### config.mk
export PLATFORM = sky130hd
export DESIGN_NAME = round_fifo_flat
export DESIGN_NICKNAME = d
export VERILOG_FILES = /design/src/rtl/round_fifo_if.sv /design/src/rtl/round_fifo.sv /design/src/flat_wrapper.sv
export SDC_FILE = /design/constraint.sdc
export NUM_CORES = 1
export LEC_CHECK = 0
export CORE_MARGIN = 2
export CORE_UTILIZATION = 40
export DETAILED_ROUTE_END_ITERATION = 16
export HOLD_SLACK_MARGIN = 0.08
export MAX_ROUTING_LAYER = met4
export PLACE_DENSITY = 0.54
export SETUP_SLACK_MARGIN = 0.5
export SYNTH_ARGS = -nofsm -noshare
export SYNTH_HDL_FRONTEND = slang
export SYNTH_SLANG_ARGS = --single-unit
### constraint.sdc
create_clock -name clk -period 3.7 [get_ports clk]
set_clock_uncertainty 0.1 [all_clocks]
set_input_delay 0.74 -clock clk [delete_from_list [all_inputs] [get_ports clk]]
set_output_delay 0.74 -clock clk [all_outputs]
set_load 0.01 [all_outputs]
### src/rtl/round_fifo_if.sv
// Bundles the producer/consumer-facing signals of round_fifo.
//
// Optional macro: ROUND_FIFO_ERR_EN adds sticky Overflow/Underflow flags.
//
// Signals:
//   Push, Pop, DataIn        driven by the producer/consumer side (master)
//   DataOut, DataValid       registered read data and its one-cycle strobe
//   Full, Empty, Count       occupancy derived from the pointers and Round
//   W_Addr, R_Addr, Round    raw pointer state, exposed for observation
//   Overflow, Underflow      sticky error flags (only with ROUND_FIFO_ERR_EN)
//
// Modports:
//   master  the side that pushes and pops
//   slave   the FIFO itself
interface round_fifo_if #(
  parameter int DataWidth   = 8,
  parameter int BufferWidth = 4
);
  logic                   Push;
  logic                   Pop;
  logic [DataWidth-1:0]   DataIn;
  logic [DataWidth-1:0]   DataOut;
  logic                   DataValid;
  logic                   Full;
  logic                   Empty;
  logic [BufferWidth:0]   Count;
  logic [BufferWidth-1:0] W_Addr;
  logic [BufferWidth-1:0] R_Addr;
  logic                   Round;
`ifdef ROUND_FIFO_ERR_EN
  logic                   Overflow;
  logic                   Underflow;
`endif

  modport master (
    output Push, Pop, DataIn,
    input  DataOut, DataValid, Full, Empty, Count, W_Addr, R_Addr, Round
`ifdef ROUND_FIFO_ERR_EN
    , input Overflow, Underflow
`endif
  );

  modport slave (
    input  Push, Pop, DataIn,
    output DataOut, DataValid, Full, Empty, Count, W_Addr, R_Addr, Round
`ifdef ROUND_FIFO_ERR_EN
    , output Overflow, Underflow
`endif
  );
endinterface

### src/rtl/round_fifo.sv
// Circular FIFO feeding the MAC datapath. Full and Empty are told apart by
// the Round (wrap-parity) bit: when both pointers are equal, Round=1 means
// the write pointer is one lap ahead (full), Round=0 means empty.
//
// Optional macro: ROUND_FIFO_ERR_EN adds sticky Overflow (push on full
// without pop) and Underflow (pop on empty) flags, cleared only by rst.
//
// Ports:
//   clk  rising-edge clock
//   rst  asynchronous, active-high reset (memory contents are kept)
//   bus  round_fifo_if.slave: Push/Pop/DataIn in; DataOut/DataValid,
//        Full/Empty/Count, W_Addr/R_Addr/Round (and error flags) out
module round_fifo #(
  parameter int DataWidth   = 8,
  parameter int BufferWidth = 4
) (
  input  logic        clk,
  input  logic        rst,
  round_fifo_if.slave bus
);
  localparam int Depth = 2 ** BufferWidth;
  localparam logic [BufferWidth-1:0] LastAddr  = BufferWidth'(Depth - 1);
  localparam logic [BufferWidth:0]   DepthWide = (BufferWidth + 1)'(Depth);

  typedef enum logic {
    SAME  = 1'b0,
    AHEAD = 1'b1
  } round_state_t;

  logic [DataWidth-1:0]   mem [Depth];
  logic [BufferWidth-1:0] w_addr_reg;
  logic [BufferWidth-1:0] r_addr_reg;
  logic [DataWidth-1:0]   data_out_reg;
  logic                   data_valid_reg;
  round_state_t           state_reg;
  round_state_t           state_next;

  logic ptr_equal;
  logic full;
  logic empty;
  logic wr_en;
  logic rd_en;
  logic wrap_w;
  logic wrap_r;

  assign ptr_equal = (w_addr_reg == r_addr_reg);
  assign full      = (state_reg == AHEAD) && ptr_equal;
  assign empty     = (state_reg == SAME) && ptr_equal;

  // A pop on a full FIFO frees the slot the simultaneous push writes into.
  assign wr_en = bus.Push && (!full || bus.Pop);
  assign rd_en = bus.Pop && !empty;

  assign wrap_w = wr_en && (w_addr_reg == LastAddr);
  assign wrap_r = rd_en && (r_addr_reg == LastAddr);

  // Round flips on a single wrap; two wraps in one cycle cancel out.
  always_comb begin
    state_next = state_reg;
    if (wrap_w ^ wrap_r) begin
      state_next = (state_reg == SAME) ? AHEAD : SAME;
    end
  end

  always_ff @(posedge clk or posedge rst) begin
    if (rst) begin
      state_reg      <= SAME;
      w_addr_reg     <= '0;
      r_addr_reg     <= '0;
      data_out_reg   <= '0;
      data_valid_reg <= 1'b0;
    end else begin
      state_reg      <= state_next;
      data_valid_reg <= rd_en;
      if (wr_en) begin
        w_addr_reg <= w_addr_reg + 1'b1;
      end
      if (rd_en) begin
        r_addr_reg   <= r_addr_reg + 1'b1;
        // Non-blocking read sees the old word even when the same-cycle
        // write targets this address (push+pop on full).
        data_out_reg <= mem[r_addr_reg];
      end
    end
  end

  // Storage has no reset so it can map onto block RAM.
  always_ff @(posedge clk) begin
    if (wr_en) begin
      mem[w_addr_reg] <= bus.DataIn;
    end
  end

  assign bus.DataOut   = data_out_reg;
  assign bus.DataValid = data_valid_reg;
  assign bus.Full      = full;
  assign bus.Empty     = empty;
  assign bus.W_Addr    = w_addr_reg;
  assign bus.R_Addr    = r_addr_reg;
  assign bus.Round     = (state_reg == AHEAD);
  // Adding Depth when a lap ahead makes the modular difference exact,
  // including the full case where the pointers are equal.
  assign bus.Count     = {1'b0, w_addr_reg} - {1'b0, r_addr_reg}
                       + ((state_reg == AHEAD) ? DepthWide : '0);

`ifdef ROUND_FIFO_ERR_EN
  logic overflow_reg;
  logic underflow_reg;

  always_ff @(posedge clk or posedge rst) begin
    if (rst) begin
      overflow_reg  <= 1'b0;
      underflow_reg <= 1'b0;
    end else begin
      if (bus.Push && full && !bus.Pop) begin
        overflow_reg <= 1'b1;
      end
      if (bus.Pop && empty) begin
        underflow_reg <= 1'b1;
      end
    end
  end

  assign bus.Overflow  = overflow_reg;
  assign bus.Underflow = underflow_reg;
`endif
endmodule

### src/flat_wrapper.sv
// flat-port wrapper written by rule: the top's interface ports become plain ports
module round_fifo_flat 
#(
  parameter int DataWidth   = 8,
  parameter int BufferWidth = 4
)
  (clk, rst, bus_Push, bus_Pop, bus_DataIn, bus_DataOut, bus_DataValid, bus_Full, bus_Empty, bus_Count, bus_W_Addr, bus_R_Addr, bus_Round);
  round_fifo_if #(.DataWidth(DataWidth), .BufferWidth(BufferWidth)) bus_i ();
  input  logic clk;
  input  logic rst;
  input wire logic [$bits(bus_i.Push)-1:0] bus_Push;
  input wire logic [$bits(bus_i.Pop)-1:0] bus_Pop;
  input wire logic [$bits(bus_i.DataIn)-1:0] bus_DataIn;
  output wire logic [$bits(bus_i.DataOut)-1:0] bus_DataOut;
  output wire logic [$bits(bus_i.DataValid)-1:0] bus_DataValid;
  output wire logic [$bits(bus_i.Full)-1:0] bus_Full;
  output wire logic [$bits(bus_i.Empty)-1:0] bus_Empty;
  output wire logic [$bits(bus_i.Count)-1:0] bus_Count;
  output wire logic [$bits(bus_i.W_Addr)-1:0] bus_W_Addr;
  output wire logic [$bits(bus_i.R_Addr)-1:0] bus_R_Addr;
  output wire logic [$bits(bus_i.Round)-1:0] bus_Round;
  assign bus_i.Push = bus_Push;
  assign bus_i.Pop = bus_Pop;
  assign bus_i.DataIn = bus_DataIn;
  assign bus_DataOut = bus_i.DataOut;
  assign bus_DataValid = bus_i.DataValid;
  assign bus_Full = bus_i.Full;
  assign bus_Empty = bus_i.Empty;
  assign bus_Count = bus_i.Count;
  assign bus_W_Addr = bus_i.W_Addr;
  assign bus_R_Addr = bus_i.R_Addr;
  assign bus_Round = bus_i.Round;
  round_fifo #(.DataWidth(DataWidth), .BufferWidth(BufferWidth)) u_core (.clk(clk), .rst(rst), .bus(bus_i));
endmodule
==> reports/metrics.cfg <==
[clocking]
clk_latency_ns=0.42
cts_tree=done
ctsHtreeMaxLevel=4
clock-sinks=146
clkTransAtPathRegs_ns=0.06
clk_path_buf_depth=2
cts-buffers-inserted=17
root_buffer=clkbuf_16

[global_routing]
grt-ovfl-total=0
grt.total_usage_pct=16.92
grt_pass1_vias=3121
grt_max_degree=45
grt_pass1_wl_um=18940
antenna_found_initial=0

[detailed_routing]
firstDrtPassIters=4
final_antenna_net_count=0
drc_errors=0
drtIter0Drc=245
wl_per_cell_um=20.50
vias=3014
via_per_inst=5.179
drt_wl_total_um=11930

[synth]
seq_area_frac_synth_pct=72.18
synthFlopType=edfxtp_1
synth_area_per_cell_um2=18.25
synthesis.nets=348
synth_edf_count=128
synthArstFlopShare_pct=12.33
synth_area_mm2=0.005949
synth_warnings=0
synth_cell_types=37
ys_seq_elements=146
synth_cells=326

[sta]
hold_viol_final=0
period_minus_slack_ns=3.099
finalSetupViolCount=0
tightest_slew_ns=0.8120
max_freq_mhz=322.7
period_share_pct=83.75
grt_setup_unrepaired=no
fin_setup_tns_ns=0
relSlewSlack_pct=45.87
drv_slew=0
holdWs_ns=0.4208

[layout]
postLayoutCellArea_mm2=0.007193
syn2layout_area_growth_pct=20.90
antennaDiodeCount=0
layout.cells.non_filler=582
num-fill-cells=1241
final_common_cell=edfxtp_1
final_cell_mix=128 x edfxtp_1, 34 x clkdlybuf4s50_1, 23 x nor2_1
nets=407
drive_gt1_share_pct=18.84

[setup_path]
critical-path-top-delay-family=buffers and inverters
crit_slowest_cell=clkdlybuf4s50_1
path_max_fanout=7
cp_data_required_time_ns=2.86
crit_chain=ha_1 > a21o_1 > a21oi_1 > xnor2_1 > clkdlybuf4s50_1
setup.worst_path.start_class=register
cpPeakStageDelay_ns=0.56
critPathCaptureType=output port
critical_path_buf_inv_count=1
worstPathArrival_ns=2.26
crit_type=reg2out

[floorplanning]
die_x_um=126.0
fp.dieH_um=126.0
ios=37
die_area_mm2=0.01586
fp.coreArea_mm2=0.01453
start_util_pct=40.93
num_rows=44

[pwr]
power-per-cell-area_mw_per_mm2=822.6
ir_drop_v=0.0003322
p_leak_nw=2.532

[placed_design]
port-buffer-count=36
dpl-instance-area_mm2=0.006565
place_inst=550
place_congestion=0.7289
dp_hpwl_um=7537

[run]
max-cap-violations=0

[worst_hold_path]
hold_path.class=reg2reg

[run_status]
outcome=finished, final reports clean

-- final cells by class --
class / count / area (um^2) / share of cell area (%)
multi-input combinational: 155 / 1500 / 20.86
sequential: 146 / 4299 / 59.77
clock inverter: 14 / 187.7 / 2.609
clock buffer: 18 / 439.2 / 6.105
inverter: 11 / 43.79 / 0.6088
tap: 184 / 230.2 / 3.201
timing repair buffer: 54 / 493.0 / 6.853
-- worst paths after layout --
path / start / to / slack, ns / cells after the start
worst max-delay path: u_core.bus.W_Addr[1]$_DFFE_PP0P_ / bus_Count[3] / 0.60 / 5
worst min-delay path: u_core.bus.DataOut[0]$_DFFE_PP0P_ / u_core.bus.DataOut[0]$_DFFE_PP0P_ / 0.42 / 2
worst max register to register: u_core.bus.W_Addr[3]$_DFFE_PP0P_ / u_core.mem[15][1]$_DFFE_PP_ / 1.17 / 5
worst min register to register: u_core.bus.DataOut[0]$_DFFE_PP0P_ / u_core.bus.DataOut[0]$_DFFE_PP0P_ / 0.42 / 2
max in group asynchronous: rst / u_core.bus.R_Addr[0]$_DFFE_PP0P_ / 2.29 / 2
min in group asynchronous: rst / u_core.bus.DataOut[4]$_DFFE_PP0P_ / 0.67 / 2
-- sequential cells by signal, indices dropped and copies added, names as in the netlist --
name / flops
u_core.mem: 128
u_core.bus.R_Addr: 4
u_core.bus.DataOut: 8
u_core.bus.Round: 1
u_core.bus.DataValid: 1
u_core.bus.W_Addr: 4
-- logic make-up (layout without fill, tap and decap cells) --
| logic type | after synthesis | after routing | synth area share (%) |
|---|---|---|---|
| XOR/XNOR | 10 | 10 | 1.472 |
| AO/OA/AOI/OAI | 34 | 34 | 3.470 |
| buffers and inverters | 25 | 97 | 2.608 |
| multiplexers | 47 | 47 | 14.07 |
| AND/OR/NAND/NOR | 54 | 54 | 3.975 |
| adder cells (fa/ha/maj) | 10 | 10 | 2.229 |
| flip-flops | 146 | 146 | 72.18 |
-- per-stage QoR --
stage	utilization, %	power (mW)	setup slack, ns
after floorplan	-	3.486	0.7484
after global placement	45.17	4.213	0.6943
after detailed placement	45.17	4.238	0.6454
after CTS	49.47	6.018	0.5125
after global routing	49.49	6.251	0.5087
final	49.49	5.917	0.6012
-- routing by layer --
metal  global-route usage (%)  up-vias  share of wire, %
li1                         -     1414                 -
met2                    25.90       61                49
met3                    3.823       11               3.5
met1                    22.14     1528                46
met5                        -        -                 0
met4                    6.787        0               1.0
-- power by group --
part	total [mW]	switching [mW]	internal, mW
registers	2.19	0.145	2.04
logic	1.95	0.996	0.955
clock network	1.78	0.638	1.14
total	5.92	1.78	4.14
-- worst min-delay path, stage by stage (launching register included) --
cell,delay [ns]
dfrtp_1,0.35
nand2_1,0.05
o211ai_1,0.08
-- cell usage after synthesis, drive strengths merged, types with 4 or more instances --
library cell	instances	share of area, %
a31oi	7	0.74
mux2i	15	2.5
mux2	8	1.5
nor2	23	1.5
dfrtp	18	7.6
nor3	4	0.34
a21oi	10	0.84
clkbuf	6	0.38
o21ai	4	0.34
inv	11	0.74
nand4	5	0.53
mux4	24	10
buf	8	1.5
xnor2	8	1.2
nand2	16	1.0
o22ai	7	0.74
edfxtp	128	65
ha	9	1.9
-- what timing repair did --
item                       4_1_cts  5_1_grt
setup endpoints to repair        1        4
hold buffers                     0        0
buffers inserted                 0        0
resized for setup                2        6
(Power assumes the default switching activity.)
